### src/rtl/mem_access.sv
// RV32I memory-access stage: runs one load/store at a time over a req/ack data bus,
// stalls execute while the access is in flight and registers results toward write-back.
module mem_access #(
    parameter int unsigned TIMEOUT = 255
) (
    input  logic        clk,
    input  logic        rst,
    input  logic        valid_i,
    input  logic [4:0]  ALUop_i,
    input  logic        WriteReg_i,
    input  logic [4:0]  WriteDataNum_i,
    input  logic [31:0] WriteData_i,
    input  logic [31:0] MemAddr_i,
    input  logic [31:0] StoreData_i,
    output logic        stall_o,
    output logic        mem_req_o,
    output logic        mem_we_o,
    output logic [31:0] mem_addr_o,
    output logic [3:0]  mem_be_o,
    output logic [31:0] mem_wdata_o,
    input  logic        mem_ack_i,
    input  logic [31:0] mem_rdata_i,
    output logic        valid_o,
    output logic        WriteReg_o,
    output logic [4:0]  WriteDataNum_o,
    output logic [31:0] WriteData_o,
    output logic        err_o,
    output logic [1:0]  err_cause_o
);
    typedef enum logic {IDLE = 1'b0, REQ = 1'b1} state_e;

    localparam logic [7:0] TO_LAST = 8'(TIMEOUT - 1);

    state_e      state_q, state_d;
    logic [7:0]  cnt_q, cnt_d;
    logic        req_q, req_d, we_q, we_d;
    logic [31:0] addr_q, addr_d, mwdata_q, mwdata_d;
    logic [3:0]  be_q, be_d;
    logic        valid_q, valid_d, wreg_q, wreg_d, err_q, err_d;
    logic [4:0]  rd_q, rd_d;
    logic [31:0] wdata_q, wdata_d;
    logic [1:0]  cause_q, cause_d;
    // Per-access context needed when the ack returns.
    logic [2:0]  op_q, op_d;
    logic [1:0]  lane_q, lane_d;
    logic        pwreg_q, pwreg_d;
    logic [4:0]  prd_q, prd_d;

    logic        is_mem, is_store, sz_word, sz_half, misaligned, timeout_hit;
    logic [3:0]  be_dec;
    logic [31:0] wdata_dec, load_val;
    logic [7:0]  byte_sel;
    logic [15:0] half_sel;

    assign is_mem = (ALUop_i[4:3] == 2'b10);

    always_comb begin
        is_store = 1'b0;
        sz_word  = 1'b0;
        sz_half  = 1'b0;
        case (ALUop_i[2:0])
            3'b000:         sz_word = 1'b1;
            3'b001, 3'b011: sz_half = 1'b1;
            3'b101: begin sz_word = 1'b1; is_store = 1'b1; end
            3'b110: begin sz_half = 1'b1; is_store = 1'b1; end
            3'b111:         is_store = 1'b1;
            default: ;
        endcase
    end

    assign misaligned = (sz_word && (MemAddr_i[1:0] != 2'b00)) || (sz_half && MemAddr_i[0]);
    assign be_dec     = sz_word ? 4'b1111 :
                        sz_half ? (MemAddr_i[1] ? 4'b1100 : 4'b0011) :
                        (4'b0001 << MemAddr_i[1:0]);
    assign wdata_dec  = sz_word ? StoreData_i :
                        sz_half ? {2{StoreData_i[15:0]}} : {4{StoreData_i[7:0]}};

    // An ack in the final allowed cycle completes normally instead of timing out.
    assign timeout_hit = (state_q == REQ) && !mem_ack_i && (cnt_q == TO_LAST);

    assign byte_sel = mem_rdata_i[{lane_q, 3'b000} +: 8];
    assign half_sel = lane_q[1] ? mem_rdata_i[31:16] : mem_rdata_i[15:0];

    always_comb begin
        case (op_q)
            3'b001:  load_val = {{16{half_sel[15]}}, half_sel};
            3'b010:  load_val = {{24{byte_sel[7]}}, byte_sel};
            3'b011:  load_val = {16'b0, half_sel};
            3'b100:  load_val = {24'b0, byte_sel};
            default: load_val = mem_rdata_i;
        endcase
    end

    always_ff @(posedge clk or posedge rst) begin
        if (rst) state_q <= IDLE;
        else     state_q <= state_d;
    end

    always_comb begin
        state_d = state_q;
        case (state_q)
            IDLE:    if (valid_i && is_mem && !misaligned) state_d = REQ;
            REQ:     if (mem_ack_i || timeout_hit) state_d = IDLE;
            default: state_d = IDLE;
        endcase
    end

    always_comb begin
        stall_o = 1'b0;
        case (state_q)
            IDLE:    stall_o = valid_i && is_mem && !misaligned;
            REQ:     stall_o = !mem_ack_i && !timeout_hit;
            default: stall_o = 1'b0;
        endcase
    end

    always_comb begin
        cnt_d    = cnt_q;
        req_d    = req_q;
        we_d     = we_q;
        addr_d   = addr_q;
        be_d     = be_q;
        mwdata_d = mwdata_q;
        valid_d  = 1'b0;
        wreg_d   = wreg_q;
        rd_d     = rd_q;
        wdata_d  = wdata_q;
        err_d    = 1'b0;
        cause_d  = cause_q;
        op_d     = op_q;
        lane_d   = lane_q;
        pwreg_d  = pwreg_q;
        prd_d    = prd_q;
        case (state_q)
            IDLE: begin
                if (valid_i) begin
                    if (!is_mem) begin
                        valid_d = 1'b1;
                        wreg_d  = WriteReg_i;
                        rd_d    = WriteDataNum_i;
                        wdata_d = WriteData_i;
                    end else if (misaligned) begin
                        valid_d = 1'b1;
                        wreg_d  = 1'b0;
                        rd_d    = WriteDataNum_i;
                        err_d   = 1'b1;
                        cause_d = is_store ? 2'b10 : 2'b01;
                    end else begin
                        req_d    = 1'b1;
                        we_d     = is_store;
                        addr_d   = {MemAddr_i[31:2], 2'b00};
                        be_d     = be_dec;
                        mwdata_d = wdata_dec;
                        cnt_d    = 8'd0;
                        op_d     = ALUop_i[2:0];
                        lane_d   = MemAddr_i[1:0];
                        pwreg_d  = WriteReg_i;
                        prd_d    = WriteDataNum_i;
                    end
                end
            end
            REQ: begin
                if (mem_ack_i) begin
                    req_d   = 1'b0;
                    valid_d = 1'b1;
                    rd_d    = prd_q;
                    if (we_q) begin
                        wreg_d = 1'b0;
                    end else begin
                        wreg_d  = pwreg_q;
                        wdata_d = load_val;
                    end
                end else if (timeout_hit) begin
                    req_d   = 1'b0;
                    valid_d = 1'b1;
                    wreg_d  = 1'b0;
                    rd_d    = prd_q;
                    err_d   = 1'b1;
                    cause_d = 2'b11;
                end else begin
                    cnt_d = cnt_q + 8'd1;
                end
            end
            default: ;
        endcase
    end

    always_ff @(posedge clk or posedge rst) begin
        if (rst) begin
            cnt_q    <= '0;
            req_q    <= 1'b0;
            we_q     <= 1'b0;
            addr_q   <= '0;
            be_q     <= '0;
            mwdata_q <= '0;
            valid_q  <= 1'b0;
            wreg_q   <= 1'b0;
            rd_q     <= '0;
            wdata_q  <= '0;
            err_q    <= 1'b0;
            cause_q  <= '0;
            op_q     <= '0;
            lane_q   <= '0;
            pwreg_q  <= 1'b0;
            prd_q    <= '0;
        end else begin
            cnt_q    <= cnt_d;
            req_q    <= req_d;
            we_q     <= we_d;
            addr_q   <= addr_d;
            be_q     <= be_d;
            mwdata_q <= mwdata_d;
            valid_q  <= valid_d;
            wreg_q   <= wreg_d;
            rd_q     <= rd_d;
            wdata_q  <= wdata_d;
            err_q    <= err_d;
            cause_q  <= cause_d;
            op_q     <= op_d;
            lane_q   <= lane_d;
            pwreg_q  <= pwreg_d;
            prd_q    <= prd_d;
        end
    end

    assign mem_req_o      = req_q;
    assign mem_we_o       = we_q;
    assign mem_addr_o     = addr_q;
    assign mem_be_o       = be_q;
    assign mem_wdata_o    = mwdata_q;
    assign valid_o        = valid_q;
    assign WriteReg_o     = wreg_q;
    assign WriteDataNum_o = rd_q;
    assign WriteData_o    = wdata_q;
    assign err_o          = err_q;
    assign err_cause_o    = cause_q;
endmodule

### config.mk
export PLATFORM = sky130hd
export DESIGN_NAME = mem_access
export DESIGN_NICKNAME = d
export VERILOG_FILES = /design/src/rtl/mem_access.sv
export SDC_FILE = /design/constraint.sdc
export NUM_CORES = 1
export LEC_CHECK = 0
export CAP_MARGIN = 30
export CORE_ASPECT_RATIO = 0.75
export CORE_UTILIZATION = 40
export CTS_CLUSTER_SIZE = 30
export DETAILED_ROUTE_END_ITERATION = 6
export PLACE_DENSITY = 0.8
export SYNTH_ARGS = -nofsm -noshare
export SYNTH_HDL_FRONTEND = slang
export SYNTH_SLANG_ARGS = --single-unit
### constraint.sdc
create_clock -name clk -period 11.9 [get_ports clk]
set_clock_uncertainty 0.15 [all_clocks]
set_input_delay 2.38 -clock clk [delete_from_list [all_inputs] [get_ports clk]]
set_output_delay 2.38 -clock clk [all_outputs]
set_load 0.02 [all_outputs]
==> qor.yml, run 1 <==
grt_pass1_wl_um: 30400
yosysSeqAreaShare: 0.502
post-route-period-util: 0.633
synth_area_leader_cell: "dfrtp_1"
cts_setup_buffers: 0
grt_remaining_overflow: 0
antenna_found_initial: 0
num_vias: 5854
yosys.cell_types.count: 51
layout-drive-gt1-share: 0.0766
hold_viol_final: 0
cts_tree: "yes"
yosysMostFrequentCell: "dfrtp_1"
comb_power_share: 0.346
dieWidth_um: 149
grt_max_degree: 76
clkLatencyLatePin_ns: 0.42
ys_seq_elements: 130
synth_enable_flop_cells: 0
wl_per_cell_um: 17.4
pwr_density_cell_nw_per_um2: 177
power.internal_mw: 1.16
setup_viol: 0
grt_pass1_vias: 5665
run_status: "finished, final reports clean"
maxCapViolCount: 0
ant_nets: 0
synth_cells: 637
drt_first_pass_iters: 7
path_cells: "clkdlybuf4s50_1, clkinv_1, o22ai_2, o211ai_4, buf_12, nand2_1, clkdlybuf4s50_1"
holdCritPathClass: "reg2reg"
ctsHoldBuffers: 0
initial_core_util: 0.417
io_buffers: 253
yosysWarningCount: 0
power_frac_seq: 0.355
async_reset_ff_frac: 1.00
yosysTopAreaCellShare: 0.502
avgViaCountPerCell: 5.36
endpoint_kind: "output port"
crit_top_cell: "clkdlybuf4s50_1"
synth-main-ff-cell: "dfrtp_1"
slowest_stage: "clkdlybuf4s50_1"
cts_made_buffers: 17
core-area_um2: 15500
synthToLayoutAreaGrowth_pct: 50.2
finalCriticalPeriod_ns: 7.53
synth_area_um2: 6470
place_congestion: 0.874
grt_util_all_layers: 0.235
worst-path-buf-inv: 4
crit_path_start_kind: "input port"
fin_nets: 1021
slew_violations: 0
drcViolationCount: 0
cts_resized: 0
h-tree-depth: 4
dp_slack_ns: 4.39
clock-sinks: 130
worstMarginPinSlew_ns: 0.960
cpPeakStageDelay_ns: 0.63
root_buffer: "clkbuf_16"
die-area_um2: 16700
cts_buffer_depth: 2
clk_pin_slew_ns: 0.05
drt-initial-drc-count: 410
crit_arrival_ns: 5.00
cp_top_family: "buffers and inverters"
cp_max_fo: 33
pwr-share-clk: 0.299
relSlewSlack: 0.355
antennaDiodeCount: 0
vdd_drop_max_uv: 125
io_pins: 256
leakage_nw: 4.03
synth.area.top_cells: "dfrtp_1, mux2_1, nor2_1, nand2_1, o21ai_0"
whs_ns: 0.320
rsz0062_at_grt: "no"
dp_hpwl_um: 13700
wirelength_um: 19000
fin_setup_tns_ns: 0
ys_top_cells_by_count: "dfrtp_1, nor2_1, nand2_1, o21ai_0, mux2_1"
p_sw_mw: 0.570
die_height_um: 112
worstPathRequired_ns: 9.37
p_sw_frac: 0.331
fmax_mhz: 133
setup_slack_ns: 4.37
avgSynthCellArea_um2: 10.2
row_count: 39
path_class: "in2out"
==> metal layers <==
layer	share of wire	GRT usage	up-vias	wire length (um)
met1	0.43	0.304	2794	8080
met3	0.094	0.0789	29	1780
met4	0.014	0.0619	0	264
met2	0.47	0.375	260	8860
met5	0	0	-	0
li1	-	-	2771	-
==> cells in the final DEF (no fill, tap or decap), types with 3 or more instances in the layout <==
master / synthesis / layout
a211oi_1: 3 / 3
a21boi_0: 3 / 3
a21oi_1: 12 / 12
a221oi_1: 16 / 16
a31oi_1: 8 / 8
buf_4: 5 / 7
clkbuf_16: 0 / 17
clkdlybuf4s50_1: 0 / 253
clkinvlp_4: 0 / 5
dfrtp_1: 130 / 130
inv_1: 21 / 20
mux2_1: 35 / 35
mux2_2: 15 / 15
mux2i_1: 22 / 22
nand2_1: 67 / 67
nand2b_1: 5 / 5
nand3_1: 7 / 7
nand3b_1: 5 / 5
nor2_1: 85 / 85
nor2b_1: 5 / 5
nor3_1: 4 / 4
nor4_1: 3 / 3
o21a_1: 10 / 10
o21ai_0: 48 / 48
o221a_2: 4 / 4
o221ai_1: 23 / 23
o22ai_1: 16 / 16
o31ai_1: 16 / 16
xnor2_1: 6 / 6
==> path summary, 6_finish.rpt <==
check	from	end	slack (ns)	cells past startpoint
worst max-delay path	ALUop_i[2]	stall_o	4.37	7
worst min-delay path	mem_wdata_o[27]	mem_wdata_o[27]	0.32	2
min in group asynchronous	rst	mem_addr_o[17]	2.24	2
worst min register to register	mem_wdata_o[27]	mem_wdata_o[27]	0.32	2
worst max register to register	state_q	mem_addr_o[28]	9.11	6
max in group asynchronous	rst	mem_wdata_o[27]	8.42	4
==> sequential cells by signal, summed over array words and instances, names as in the netlist, 2 cells and up <==
signal / count
lane_q: 2
WriteData_o: 32
mem_addr_o: 30
op_q: 3
err_cause_o: 2
mem_be_o: 4
prd_q: 5
cnt_q: 8
WriteDataNum_o: 5
mem_wdata_o: 32
==> area by class of cell <==
cell class / instances / area (um^2)
fillers: 1273 / 5790
flip-flops and latches: 130 / 3250
multi-input cells: 442 / 2900
repair buffers: 262 / 2630
clock buffers: 19 / 453
well taps: 205 / 256
clock inverters: 12 / 134
inverters: 23 / 91.3
==> worst reg2reg max path, cell delays in order, from the launching register on <==
cell and delay [ns]:
dfrtp_1 0.33, buf_4 0.45, nor2_1 0.22, o211ai_4 0.21, buf_12 0.24, buf_4 0.64, mux2_2 0.44
==> kinds of logic (layout without fill, tap and decap cells) <==
| kind of cell | after synthesis | count (layout) | share of synthesized area |
|---|---|---|---|
| flip-flops | 130 | 130 | 0.502 |
| AO/OA/AOI/OAI | 172 | 172 | 0.184 |
| multiplexers | 72 | 72 | 0.121 |
| XOR/XNOR | 8 | 8 | 0.0137 |
| adder cells (fa/ha/maj) | 2 | 2 | 0.00386 |
| other | 1 | 2 | 0.000579 |
| buffers and inverters | 66 | 316 | 0.0529 |
| AND/OR/NAND/NOR | 186 | 186 | 0.121 |
==> power groups by stage <==
stage                     Clock, mW  Combinational (mW)  Sequential [mW]
after floorplan                   0               0.203            0.716
after global placement            0               0.588            0.613
after detailed placement          0               0.596            0.619
after CTS                     0.527               0.600            0.613
after global routing          0.552               0.643            0.626
final                         0.516               0.597            0.613
==> per-stage QoR <==
step	total power, mW	cell area [um^2]	cells	utilization
after floorplan	0.919	6480	638	-
after global placement	1.20	9080	1059	0.585
after detailed placement	1.22	9110	1061	0.587
after CTS	1.74	9700	1092	0.625
after global routing	1.82	9720	1093	0.627
final	1.73	9720	1093	0.627
Note: power is estimated with default switching activity, not from simulation.
==> run 2, diff against run 1 <==
- clock period: 11.9 -> 7.1 ns (I/O delays scaled with it)
==> run 2 against run 1 <==
Non-clock buffer count fell by 1. Sequential power rose by 66%. Utilization fell by 0.13 points. Sequential share of layout area rose by 0.069 points. First-iteration DRC count fell by 18%. Worst hold slack improved by 0.0042 ns. Via count barely moved. Total power rose by 69%. Clock-buffer cell count did not move. Critical path depth fell by 1.
==> qor.yml, run 2 (synthesis results as in run 1) <==
run_status: "finished, final reports clean"
p_sw_frac: 0.329  # -0.00178
detailed_place.area_um2: 9100  # about the same
fin_setup_tns_ns: 0  # unchanged
core-area_um2: 15500  # unchanged
finalCriticalPeriod_ns: 5.32
fin_area_um2: 9700  # -0.21%
place_congestion: 0.861  # -1.5%
num_vias: 5859  # +0.085%
pwr-share-clk: 0.308  # +0.009
drt_first_pass_iters: 5  # -2
crit_path_start_kind: "input port"
rsz0062_at_grt: "no"
finalPower_mw: 2.92  # +69%
io_pins: 256  # unchanged
final_cell_mix: "clkdlybuf4s50_1, dfrtp_1, nor2_1"
grt_util_all_layers: 0.237  # +0.00237
antenna_found_initial: 0  # unchanged
grt_remaining_overflow: 0  # unchanged
synthToLayoutAreaGrowth_pct: 49.9
clock-sinks: 130  # unchanged
setup_viol: 0  # unchanged
grt_pass1_vias: 5681  # +0.28%
ant_nets: 0  # unchanged
final_common_cell: "clkdlybuf4s50_1"
layout-drive-gt1-share: 0.0755  # -0.00113
pwr_density_cell_nw_per_um2: 301  # +70%
cts_made_buffers: 17  # unchanged
maxCapViolCount: 0  # unchanged
cts_tree: "yes"
drt-initial-drc-count: 338  # -18%
fin_util: 0.625  # -0.00129
grt_max_degree: 72  # -5.3%
dieWidth_um: 149  # unchanged
grt_pass1_wl_um: 30600  # +0.54%
fin_nets: 1020  # -0.098%
crit_arrival_ns: 3.75  # -1.25 ns
endpoint_kind: "output port"
io_buffers: 253  # unchanged
path_class: "in2out"
whs_ns: 0.324  # +0.00417 ns
fmax_mhz: 188
drcViolationCount: 0  # unchanged
cp_max_fo: 19  # -42%
clkLatencyLatePin_ns: 0.42  # about the same
slew_violations: 0  # unchanged
row_count: 39  # unchanged
hold_viol_final: 0  # unchanged
initial_core_util: 0.417  # unchanged
p_sw_mw: 0.961  # +68%
worstMarginPinSlew_ns: 0.912  # -0.0482 ns
power_frac_seq: 0.351  # -0.004
clk_pin_slew_ns: 0.06  # about the same
avgViaCountPerCell: 5.36  # about the same
worstPathRequired_ns: 5.53  # -3.84 ns
cts_setup_buffers: 0  # unchanged
post-route-period-util: 0.749
die-area_um2: 16700  # unchanged
relSlewSlack: 0.388  # +0.0323
root_buffer: "clkbuf_16"
h-tree-depth: 4  # unchanged
die_height_um: 112  # unchanged
cts_buffer_depth: 2  # unchanged
holdCritPathClass: "reg2reg"
comb_power_share: 0.342  # -0.004
dp_hpwl_um: 13700  # +0.41%
leakage_nw: 4.03  # about the same
ctsHoldBuffers: 0  # unchanged
wirelength_um: 19000  # +0.30%
cts_resized: 0  # unchanged
vdd_drop_max_uv: 206  # +64%
antennaDiodeCount: 0  # unchanged
power.internal_mw: 1.96  # +70%
wl_per_cell_um: 17.4  # +0.30%
run 2: area by class of cell:
| type | instances | area, um^2 |
|---|---|---|
| clock buffers | 19 | 443 |
| clock inverters | 13 | 160 |
| fillers | 1254 | 5810 |
| inverters | 23 | 91.3 |
| multi-input cells | 442 | 2900 |
| flip-flops and latches | 130 | 3250 |
| well taps | 205 | 256 |
| repair buffers | 261 | 2600 |
run 2: routing by layer:
metal / routed length [um] / global-route usage
met1: 7900 / 0.307
met2: 8900 / 0.376
met3: 1950 / 0.0768
met4: 298 / 0.0728
met5: 0 / 0
run 2: path summary, 6_finish.rpt:
check	startpoint	endpoint	slack, ns	depth (start not counted)
hold / removal	mem_wdata_o[11]	mem_wdata_o[11]	0.32	2
max in group asynchronous	rst	mem_be_o[3]	4.21	3
min in group asynchronous	rst	mem_addr_o[17]	1.32	2
hold reg to reg	mem_wdata_o[11]	mem_wdata_o[11]	0.32	2
setup / recovery	ALUop_i[2]	stall_o	1.78	6
setup reg to reg	state_q	mem_addr_o[27]	4.17	6
run 2: power groups by stage:
| stage | sequential, mW | combinational, mW | clock (mW) |
|---|---|---|---|
| 6_report | 1.02 | 0.999 | 0.899 |
| 5_1_grt | 1.05 | 1.08 | 0.950 |
| 4_1_cts | 1.03 | 1.01 | 0.916 |
| 3_5_place_dp | 1.04 | 1.00 | 0 |
| 3_3_place_gp | 1.03 | 0.985 | 0 |
| 2_1_floorplan | 1.20 | 0.340 | 0 |
run 2: per-stage QoR:
| step | setup slack, ns | cells |
|---|---|---|
| 5_1_grt | 1.57 | 1093 |
| 2_1_floorplan | 2.06 | 638 |
| 4_1_cts | 1.78 | 1093 |
| 3_3_place_gp | 1.82 | 1060 |
| 3_5_place_dp | 1.80 | 1061 |
| 6_report | 1.78 | 1093 |
run 2: worst max-delay path, cell delays in order:
cell and delay (ns):
clkdlybuf4s50_1 0.61, clkinv_1 0.48, o22ai_2 0.37, o211ai_4 0.11
nand2_1 0.13, clkdlybuf4s50_1 0.63
